===== config.mk =====
export PLATFORM = sky130hd
export DESIGN_NAME = video_pocket_formatter
export DESIGN_NICKNAME = d
export VERILOG_FILES = /design/src/rtl/video_pkg.sv /design/src/rtl/sync_edge_det.sv /design/src/rtl/video_pocket_formatter.sv
export SDC_FILE = /design/constraint.sdc
export NUM_CORES = 1
export LEC_CHECK = 0
export BUFFER_PORTS_ARGS = -buffer_cell sky130_fd_sc_hd__buf_2
export CELL_PAD_IN_SITES_DETAIL_PLACEMENT = 2
export CELL_PAD_IN_SITES_GLOBAL_PLACEMENT = 2
export CORE_MARGIN = 2
export CORE_UTILIZATION = 30
export DETAILED_ROUTE_END_ITERATION = 10
export GPL_ROUTABILITY_DRIVEN = 0
export GPL_TIMING_DRIVEN = 0
export PLACE_DENSITY_LB_ADDON = 0.1
export SLEW_MARGIN = 20
export SYNTH_ARGS = -nofsm -noshare
export SYNTH_HDL_FRONTEND = slang
export SYNTH_SLANG_ARGS = --single-unit

===== constraint.sdc =====
create_clock -name clk -period 1.7 [get_ports clk]
set_input_delay 0 -clock clk [delete_from_list [all_inputs] [get_ports clk]]
set_output_delay 0 -clock clk [all_outputs]
set_load 0.02 [all_outputs]

===== src/rtl/video_pkg.sv =====
// Shared types and constants for the Pocket video output path.
//   rgb_t        : packed {R,G,B} pixel at the default 8-bit channel depth
//   SLOT_W       : width of the scaler-slot request field
//   CMD_SLOT_PAD : zero padding above the slot in the end-of-line command word
//   slot_cmd()   : builds the end-of-line command word for a given slot
package video_pkg;

  localparam int unsigned DW_DEF       = 8;
  localparam int unsigned SLOT_W       = 3;
  localparam int unsigned CMD_SLOT_PAD = 3 * DW_DEF - SLOT_W;

  typedef logic [3*DW_DEF-1:0] rgb_t;

  function automatic rgb_t slot_cmd(input logic [SLOT_W-1:0] slot);
    return {{CMD_SLOT_PAD{1'b0}}, slot};
  endfunction

endpackage


===== src/rtl/sync_edge_det.sv =====
// Clock-enable qualified edge detector for a level signal.
// The history register only advances on ce, so edges are measured in
// pixel time. Both outputs are combinational and only assert while ce=1.
//   clk, reset : system clock, synchronous active-high reset
//   ce         : sample qualifier
//   d          : level input
//   rise, fall : d went 1 / went 0 relative to the previous ce sample
module sync_edge_det (
  input  logic clk,
  input  logic reset,
  input  logic ce,
  input  logic d,
  output logic rise,
  output logic fall
);

  logic prev;

  always_ff @(posedge clk) begin
    if (reset) begin
      prev <= 1'b0;
    end else if (ce) begin
      prev <= d;
    end
  end

  assign rise = ce &  d & ~prev;
  assign fall = ce & ~d &  prev;

endmodule


===== src/rtl/video_pocket_formatter.sv =====
// Final video stage feeding the Pocket scaler.
// Converts level syncs to 1-clk pulses, qualifies DE with a skip flag on
// clocks that carry no new pixel, blanks RGB outside active video, inserts a
// scaler-slot command word on the clock after each active line ends, and
// measures active width/height of every frame (published on VS rise).
//   clk, reset         : system clock, synchronous active-high reset
//   ce_pix             : pixel clock-enable; inputs sampled only when high
//   r_in, g_in, b_in   : pixel colour
//   hs_in, vs_in       : active-high level syncs
//   hb_in, vb_in       : blanking status (DE alone defines active video)
//   de_in              : data enable
//   scaler_slot        : scaler mode request, latched at VS rise
//   video_rgb          : {R,G,B}, command word, or zero
//   video_de/video_skip: active pixel / active but no new pixel this clk
//   video_hs/video_vs  : 1-clk sync pulses
//   active_width/height: measurements of the last complete frame
//   frame_done         : 1-clk pulse when the measurements update
module video_pocket_formatter
  import video_pkg::*;
#(
  parameter int unsigned DW = 8,
  parameter int unsigned XW = 10,
  parameter int unsigned YW = 9
) (
  input  logic              clk,
  input  logic              reset,
  input  logic              ce_pix,
  input  logic [DW-1:0]     r_in,
  input  logic [DW-1:0]     g_in,
  input  logic [DW-1:0]     b_in,
  input  logic              hs_in,
  input  logic              vs_in,
  input  logic              hb_in,
  input  logic              vb_in,
  input  logic              de_in,
  input  logic [SLOT_W-1:0] scaler_slot,
  output logic [3*DW-1:0]   video_rgb,
  output logic              video_de,
  output logic              video_skip,
  output logic              video_hs,
  output logic              video_vs,
  output logic [XW-1:0]     active_width,
  output logic [YW-1:0]     active_height,
  output logic              frame_done
);

  logic hs_rise, hs_fall_nc;
  logic vs_rise, vs_fall_nc;
  logic de_rise_nc, de_fall;

  // Blank flags are informational only; DE is the sole active-video qualifier.
  logic unused_blank;
  assign unused_blank = ^{hb_in, vb_in, hs_fall_nc, vs_fall_nc, de_rise_nc};

  sync_edge_det u_hs_edge (
    .clk   (clk),
    .reset (reset),
    .ce    (ce_pix),
    .d     (hs_in),
    .rise  (hs_rise),
    .fall  (hs_fall_nc)
  );

  sync_edge_det u_vs_edge (
    .clk   (clk),
    .reset (reset),
    .ce    (ce_pix),
    .d     (vs_in),
    .rise  (vs_rise),
    .fall  (vs_fall_nc)
  );

  sync_edge_det u_de_edge (
    .clk   (clk),
    .reset (reset),
    .ce    (ce_pix),
    .d     (de_in),
    .rise  (de_rise_nc),
    .fall  (de_fall)
  );

  logic [XW-1:0]     x_cnt, width_q, x_inc;
  logic [YW-1:0]     y_cnt, y_inc;
  logic [SLOT_W-1:0] slot_q;
  logic [3*DW-1:0]   cmd_word;

  assign x_inc    = (x_cnt == '1) ? x_cnt : x_cnt + 1'b1;
  assign y_inc    = (y_cnt == '1) ? y_cnt : y_cnt + 1'b1;
  assign cmd_word = {{(3*DW-SLOT_W){1'b0}}, slot_q};

  always_ff @(posedge clk) begin
    if (reset) begin
      video_rgb     <= '0;
      video_de      <= 1'b0;
      video_skip    <= 1'b0;
      video_hs      <= 1'b0;
      video_vs      <= 1'b0;
      frame_done    <= 1'b0;
      active_width  <= '0;
      active_height <= '0;
      x_cnt         <= '0;
      width_q       <= '0;
      y_cnt         <= '0;
      slot_q        <= '0;
    end else begin
      video_hs   <= hs_rise;
      video_vs   <= vs_rise;
      frame_done <= vs_rise;
      video_skip <= video_de & ~ce_pix;
      video_rgb  <= '0;

      if (ce_pix) begin
        video_de <= de_in;
        if (de_in) begin
          video_rgb <= {r_in, g_in, b_in};
          x_cnt     <= x_inc;
        end else if (de_fall) begin
          video_rgb <= cmd_word;
        end
      end

      if (de_fall) begin
        width_q <= x_cnt;
        x_cnt   <= '0;
        y_cnt   <= y_inc;
      end

      // On a coincident DE fall the closing line is published directly and
      // the later clears below override the line-end updates above.
      if (vs_rise) begin
        active_width  <= de_fall ? x_cnt : width_q;
        active_height <= de_fall ? y_inc : y_cnt;
        width_q       <= '0;
        y_cnt         <= '0;
        slot_q        <= scaler_slot;
      end
    end
  end

endmodule


==> results of run 1 <==
[timing repair]
action	4_1_cts	5_1_grt
hold endpoints to repair	30	0
buffers inserted	0	1
endpoints found under the setup margin	3	23
hold buffers	32	0
cloned	0	1
pin swaps	1	1
resized for setup	1	12
[metrics by stage]
| step | power [mW] | instance area (sq um) | setup TNS [ns] | setup WS [ns] |
|---|---|---|---|---|
| 2_1_floorplan | 2.10 | 2890 | 0 | 0.170 |
| 3_3_place_gp | 2.19 | 3440 | -0.0240 | -0.0240 |
| 3_5_place_dp | 2.20 | 3440 | -0.0223 | -0.0223 |
| 4_1_cts | 3.64 | 3950 | 0 | 0.0153 |
| 5_1_grt | 3.77 | 3990 | -0.0111 | -0.00607 |
| 6_report | 3.59 | 3990 | 0 | 0.0832 |
[how the worst max path moves through the flow]
stage | to | slack, ns | cells past startpoint
floorplan | active_height[3] | 0.17 | 5
global placement | x_cnt[1] | -0.02 | 6
detailed placement | x_cnt[1] | -0.02 | 6
CTS | x_cnt[1] | 0.02 | 6
global route | x_cnt[9] | -0.006 | 6
finish | x_cnt[9] | 0.08 | 6
[layout make-up]
type                    count  area [sq um]  share of cell area, %
flip-flops and latches     81          1630                   40.8
well taps                 129           161                   4.04
multi-input cells         191          1180                   29.6
plain buffers              16          92.6                   2.32
clock buffers              10           128                   3.20
inverters                   6          22.5                  0.564
clock inverters             5          57.6                   1.44
repair buffers            112           723                   18.1
[layer usage]
metal / GRT usage [%] / up-vias / wire length, um
li1: - / 1250 / -
met3: 2.94 / 9 / 218
met4: 6.46 / 0 / 129
met5: 0 / - / 0
met1: 19.3 / 1258 / 3530
met2: 32.7 / 39 / 4650
[sequential cells by signal (all words and copies together) (netlist names)]
| signal | cells |
|---|---|
| active_height | 9 |
| width_q | 10 |
| active_width | 10 |
| slot_q | 3 |
| x_cnt | 10 |
| video_rgb | 24 |
| u_vs_edge.prev | 1 |
| video_hs | 1 |
| video_de | 1 |
| u_hs_edge.prev | 1 |
| frame_done | 1 |
| y_cnt | 9 |
| video_skip | 1 |
[critical path, cell delays in order, from the launching register on]
cell and delay, ns:
dfxtp_2 0.35, ha_1 0.24, nand2_2 0.13, o311ai_4 0.12, buf_4 0.18, o41ai_1 0.37, a21oi_1 0.12
[kinds of logic after synthesis]
kind of cell / share of synthesized area, %
xor+xnor: 1.52
fa+ha+maj: 0.866
compound gates: 11.3
mux: 4.50
simple gates: 21.9
buf+inv: 3.81
flops: 56.1
[cells in the final DEF, fill, tap and decap left out, types with 6 or more instances in the layout]
cell type      instances
clkbuf_1               7
a21oi_1               11
dlygate4sd3_1         32
or3_1                  6
nor2_1                32
mux2i_1               12
o21ai_0               20
buf_2                 82
nand3_1                8
and2_1                21
inv_1                  6
nand2_1               26
clkbuf_8               9
dfxtp_1               77
[power groups by stage]
stage / Clock, mW / Combinational [mW] / Sequential, mW
after CTS: 1.43 / 0.272 / 1.94
after global placement: 0 / 0.206 / 1.98
after detailed placement: 0 / 0.213 / 1.98
final: 1.38 / 0.277 / 1.94
after floorplan: 0 / 0.0953 / 2.01
after global routing: 1.52 / 0.305 / 1.95
==> impl_metrics.ini, run 1 <==
[clock_tree]
cts.sinks = 81
htree_levels = 3
clkTransAtPathRegs_ns = 0.08
cts_tree = built
cts_root_buf = clkbuf_8
clockBufferDepth = 2
tritoncts.num_buffers = 9
insertion_delay_ns = 0.35

[final_layout]
syn2layout_area_growth_pct = 38.1
n_fill_cell = 1063
final_nets = 454
fin_cells = 550
layout-drive-gt1-share_pct = 28.0
antenna_cells = 0
final_util_pct = 43.0

[power]
seq_power_share_pct = 54.0
sw_frac_of_total_pct = 24.1
p_per_area_nw_per_um2 = 900
power_frac_comb_pct = 7.7
vdd_drop_max_mv = 0.372
clockPowerShare_pct = 38.3
p_int_mw = 2.73
power_switching_uw = 865
p_leak_nw = 1.77

[critical_path]
cp_data_arrival_time_ns = 1.84
r2r_cells = 6
r2r-end = x_cnt[9]
worstPathMaxFanout = 5
timing.rr.start = x_cnt[0]
crit_type = reg -> reg
crit_path_start_kind = flop
r2r_setup_slack_ns = 0.08
required_ns = 1.92
endpoint_kind = flop
worstSetupStartpoint = x_cnt[0]

[global_routing]
grt_max_degree = 14
grt_first_pass_wirelength_um = 13700
grt_pass1_vias = 2763
antenna_found_initial = 0
overflow = 0
grt.total_usage_pct = 17.3

[timing]
fin_skew_ns = 0.00756
max-slew-margin-rel_pct = 67.2
slew_violations = 0
layout_min_cycle_time_ns = 1.62
final-hold-violation-count = 0
fin_crit_sh_pct = 95.1
hold-worst-slack_ns = 0.0252
fmax_mhz = 619
tightest_slew_ns = 0.492
setup_viol = 0

[logic_synthesis]
yosysTopAreaCell = dfxtp_1
synthFlopType = dfxtp_1
syn_area_per_cell_sq_um = 9.83
syn_area_sq_um = 2890
synth.distinct_cells = 46
netlist.area_leader.share_pct = 56.1
synth_common_cells = dfxtp_1 (81), nor2_1 (32), nand2_1 (27)
synthCells = 294
synth_nets = 331
yosysMostFrequentCell = dfxtp_1
synth-seq-cells = 81
synthTopCellsByArea = dfxtp_1 (56%), and2_1 (4.5%), mux2i_1 (4.5%)
async_flop_share_pct = 0
synth-edff-count = 0
ys_seq_area_share_pct = 56.1
synth_warnings = 0

[min_path]
hold_path_class = in -> reg
min_delay_worst_endpoint = u_vs_edge.prev
whs_path_depth = 2
hold_path.startpoint = reset

[outcome]
outcome = finished, final reports clean

[drt]
vias = 2556
ant_nets = 0
viasPerCell = 4.65
firstDrtPassIters = 4
drc = 0
routed_wl_um = 8530
wl_per_cell_um = 15.5
drtIter0Drc = 53

[placement]
dp.cells = 501
placement.io_buffers = 78
dp_hpwl_um = 5610

[floorplan]
io_pins = 83
die_x_um = 102
dieArea_sq_um = 10400
die_h_um = 102
core_sq_um = 9280
initial_core_util_pct = 31.1
num_rows = 35

[job]
maxCapViolations = 0
Note: power is estimated with default switching activity, not from simulation.
==> run 2: changes to the inputs <==
Settings changed: CORE_UTILIZATION 30 to 33, SETUP_SLACK_MARGIN set to 0.2, SLEW_MARGIN 20 to 10.
Clock period 1.7 ns to 1.9 ns, I/O delays scaled along.
==> impl_metrics.ini, run 2 (same netlist as run 1, synthesis figures left out) <==
[critical_path]
crit_path_start_kind = flop
cp_data_arrival_time_ns = 1.92
r2r_setup_slack_ns = 0.28
r2r-end = active_height[3]
endpoint_kind = flop
crit_type = reg -> reg
required_ns = 2.20
worstSetupStartpoint = video_de
r2r_cells = 6
worstPathMaxFanout = 6
timing.rr.start = video_de

[timing]
fin_crit_sh_pct = 85.0
rsz0062_at_grt = no
fmax_mhz = 619
tightest_slew_ns = 0.516
setup_tns_ns = 0
slew_violations = 0
layout_min_cycle_time_ns = 1.62
max-slew-margin-rel_pct = 65.6
final-hold-violation-count = 0
setup_viol = 0
fin_skew_ns = 0.0100
fin_ws_ns = 0.285

[min_path]
whs_path_depth = 2
hold_path_class = in -> reg
min_delay_worst_endpoint = u_vs_edge.prev
hold_path.startpoint = reset

[placement]
dp.cells = 480
pre_cts_slack_ns = 0.106
placement.io_buffers = 78
dp_hpwl_um = 5700

[global_routing]
grt_max_degree = 15
grt_pass1_vias = 2855
antenna_found_initial = 0
grt_first_pass_wirelength_um = 14800
overflow = 0
grt.total_usage_pct = 19.9

[outcome]
outcome = finished, final reports clean

[power]
finalPower_mw = 3.41
p_leak_nw = 1.79
vdd_drop_max_mv = 0.387
p_per_area_nw_per_um2 = 851

[floorplan]
num_rows = 34
dieArea_sq_um = 9520
core_sq_um = 8590
io_pins = 83
die_h_um = 97.6
die_x_um = 97.6
initial_core_util_pct = 33.6

[final_layout]
layout-drive-gt1-share_pct = 29.1
final_cell_mix = buf_2 (82), dfxtp_1 (74), nor2_1 (32), dlygate4sd3_1 (32), nand2_1 (26)
final_nets = 454
antenna_cells = 0
fin_cells = 530
layout.cells.most_common = buf_2
regMostFlops = video_rgb
largest_register_ffs = 24
syn2layout_area_growth_pct = 38.6

[drt]
drtIter0Drc = 33
routed_wl_um = 9120
ant_nets = 0
viasPerCell = 4.87
wl_per_cell_um = 17.2
vias = 2583
drc = 0
firstDrtPassIters = 4

[clock_tree]
clkTransAtPathRegs_ns = 0.09
cts_root_buf = clkbuf_8
cts.sinks = 81
cts_tree = built
clockBufferDepth = 2
tritoncts.num_buffers = 9
htree_levels = 3
insertion_delay_ns = 0.35

[job]
maxCapViolations = 0
==> run 2: cell count changes in the layout (fill, tap and decap cells not counted), sizes merged <==
cell,before,now
bufinv,1,2
clkinv,1,2
clkinvlp,3,2
==> run 2: power by group <==
part           internal (mW)  leakage (nW)  switching (mW)
combinational          0.121          1.03           0.131
clock                  0.745         0.103           0.671
sequential              1.72         0.659          0.0150
total                   2.59          1.79           0.817
==> run 2: final cells by class <==
| type | count | area (sq um) |
|---|---|---|
| tap | 108 | 135 |
| multi-input combinational | 191 | 1180 |
| sequential | 81 | 1630 |
| inverter | 6 | 22.5 |
| buffer | 16 | 92.6 |
| fill | 932 | 4590 |
| clock buffer | 10 | 128 |
| clock inverter | 6 | 92.6 |
| timing repair buffer | 112 | 723 |
==> run 2: how the worst max path moves through the flow <==
stage | end | slack, ns | depth (start not counted)
final | active_height[3] | 0.28 | 6
after global routing | active_height[3] | 0.20 | 6
after CTS | y_cnt[2] | 0.22 | 5
after detailed placement | x_cnt[1] | 0.11 | 6
after global placement | x_cnt[1] | 0.11 | 6
after floorplan | active_height[3] | 0.37 | 5
==> run 2: metal layers <==
| layer | up-vias | global-route usage [%] | wire length, um |
|---|---|---|---|
| li1 | 1251 | - | - |
| met1 | 1265 | 22.3 | 3760 |
| met2 | 49 | 37.3 | 4930 |
| met3 | 18 | 3.02 | 234 |
| met4 | 0 | 7.80 | 195 |
| met5 | - | 0 | 0 |
==> run 2: through the flow <==
| stage | hold WS (ns) | cell area, sq um | utilization, % |
|---|---|---|---|
| floorplan | 0.122 | 2890 | - |
| global placement | 0.199 | 3420 | 39.7 |
| detailed placement | 0.206 | 3420 | 39.7 |
| CTS | 0.00265 | 3980 | 46.3 |
| global route | 0.0378 | 4010 | 46.6 |
| finish | 0.0250 | 4010 | 46.6 |
==> run 2: worst max-delay path: stages, from the launching register on <==
cell,delay (ns)
dfxtp_2,0.41
and3b_1,0.19
buf_6,0.13
o31ai_4,0.10
buf_4,0.15
or4_1,0.48
nand3_1,0.10
==> run 2: timing repair <==
item / in CTS / in global routing
pin swaps: 1 / 2
hold buffers: 32 / 0
setup buffers: 0 / 1
endpoints found under the hold margin: 30 / 0
setup endpoints to repair: 9 / 24
cloned: 1 / 0
resized for setup: 6 / 11
==> run 3: changes to the inputs <==
Settings changed: ABC_AREA set to 1, CORE_UTILIZATION 33 to 31.
==> impl_metrics.ini, run 3 <==
[critical_path]
critical_path_cell_count = 7
r2r_setup_slack_ns = 0.36
endpoint_kind = flop
path_cells = dlygate4sd3_1, buf_2, inv_1, nor2_2, nand3_1, dlygate4sd3_1, o21ai_0
cp_slowest_cell = dlygate4sd3_1
crit_path_start_kind = primary input
crit_family = buffers and inverters
r2r_cells = 7
path_buf_inv = 4
cp_data_arrival_time_ns = 1.83
crit_type = in -> reg
slowest_delay_ns = 0.58
worstPathMaxFanout = 6
required_ns = 2.17
cp_common_cell = dlygate4sd3_1

[clock_tree]
tritoncts.num_buffers = 9
post-cts-setup-buffers = 0
cts_tree = built
insertion_delay_ns = 0.36
cts_root_buf = clkbuf_8
clockBufferDepth = 2
clkTransAtPathRegs_ns = 0.09
htree_levels = 3
cts.sinks = 81

[placement]
dp_hpwl_um = 6350
placement.io_buffers = 80

[floorplan]
die_x_um = 103
io_pins = 83
die_h_um = 103
dieArea_sq_um = 10500
core_sq_um = 9330
num_rows = 35
initial_core_util_pct = 32.2

[final_layout]
syn2layout_area_growth_pct = 38.2
final_nets = 545
regMostFlops = video_rgb
layout.cells.most_common = nand2_1
layout-drive-gt1-share_pct = 24.2
final_cell_mix = nand2_1 (90), buf_2 (85), dfxtp_1 (79)
largest_register_ffs = 24
n_fill_cell = 1077
antenna_cells = 0

[drt]
viasPerCell = 4.56
drtIter0Drc = 64
routed_wl_um = 10300
vias = 2925
drc = 0
wl_per_cell_um = 16.1
firstDrtPassIters = 4
ant_nets = 0

[global_routing]
grt_pass1_vias = 3230
grt_max_degree = 15
grt.total_usage_pct = 20.9
overflow = 0
grt_first_pass_wirelength_um = 16600
antenna_found_initial = 0

[timing]
fin_skew_ns = 0.0134
rsz0062_at_grt = no
max-slew-margin-rel_pct = 75.5
setup_viol = 0
tightest_slew_ns = 0.365
setup_tns_ns = 0
fin_crit_sh_pct = 82.1
final-hold-violation-count = 0
slew_violations = 0
layout_min_cycle_time_ns = 1.56
fmax_mhz = 641

[logic_synthesis]
synthCells = 379
syn_area_sq_um = 3010
synth-seq-cells = 81
synth_common_cells = nand2_1 (89), dfxtp_1 (81), inv_1 (54)
synth_nets = 416
synth.distinct_cells = 27
yosysTopAreaCell = dfxtp_1
synthTopCellsByArea = dfxtp_1 (54%), nand2_1 (11%), inv_1 (6.7%)
synth-edff-count = 0
syn_area_per_cell_sq_um = 7.94
netlist.area_leader.share_pct = 53.9
ys_seq_area_share_pct = 53.9
async_flop_share_pct = 0
synth_warnings = 0
synthFlopType = dfxtp_1
yosysMostFrequentCell = nand2_1

[power]
p_leak_nw = 2.01
p_per_area_nw_per_um2 = 811
vdd_drop_max_mv = 0.319
finalPower_mw = 3.37

[outcome]
outcome = finished, final reports clean

[min_path]
whs_path_depth = 4
hold_path_class = in -> reg

[job]
maxCapViolations = 0
[run 3: where the power goes]
| group | total [mW] | internal [mW] | switching [mW] |
|---|---|---|---|
| logic | 0.276 | 0.117 | 0.159 |
| clock network | 1.35 | 0.654 | 0.698 |
| registers | 1.74 | 1.73 | 0.0154 |
| total | 3.37 | 2.50 | 0.872 |
[run 3: routing by layer]
metal | up-vias | part of all wire (%) | GRT usage [%]
met5 | - | 0 | 0
met4 | 0 | 1.8 | 6.97
met3 | 16 | 2.9 | 3.93
met2 | 54 | 54 | 39.9
met1 | 1426 | 41 | 23.0
li1 | 1429 | - | -
[run 3: final timing paths]
kind,to,from
hold / removal,video_rgb[5],b_in[5]
setup / recovery,video_rgb[2],ce_pix
setup reg to reg,active_height[1],y_cnt[0]
hold reg to reg,active_height[2],active_height[2]
[run 3: what timing repair did]
action | in CTS | in global routing
hold endpoints to repair | 32 | 0
endpoints found under the setup margin | 0 | 14
resized for setup | 0 | 4
hold buffers | 37 | 0
[run 3: logic make-up after synthesis]
| kind of cell | share of synthesized area [%] |
|---|---|
| buf+inv | 9.23 |
| compound gates | 7.24 |
| xor+xnor | 1.16 |
| mux | 1.33 |
| simple gates | 26.3 |
| fa+ha+maj | 0.832 |
| flops | 53.9 |
[run 3: per-stage QoR]
stage | hold slack [ns] | instance area, sq um | setup slack, ns | cells | utilization, %
2_1_floorplan | 0.0691 | 3010 | 0.548 | 379 | -
3_3_place_gp | 0.205 | 3570 | 0.340 | 588 | 38.3
6_report | 0.389 | 4160 | 0.339 | 642 | 44.6
3_5_place_dp | 0.219 | 3570 | 0.296 | 588 | 38.3
5_1_grt | 0.395 | 4160 | 0.204 | 642 | 44.6
4_1_cts | 0.383 | 4140 | 0.272 | 641 | 44.4
[run 3: cell type report]
type	count	area, sq um	area share [%]
flip-flops and latches	81	1620	39.1
multi-input cells	233	1120	26.9
repair buffers	117	771	18.5
inverters	58	223	5.36
well taps	129	161	3.88
clock buffers	11	141	3.40
clock inverters	5	62.6	1.50
plain buffers	8	55.1	1.32
[run 3: worst reg2reg max path, delay by kind of cell (launching register included)]
kind,cells,cell delay (ns)
and+or+nand+nor,5,0.80
AOI/OAI and AO/OA,1,0.11
adders and majority gates,1,0.22
DFF,1,0.36
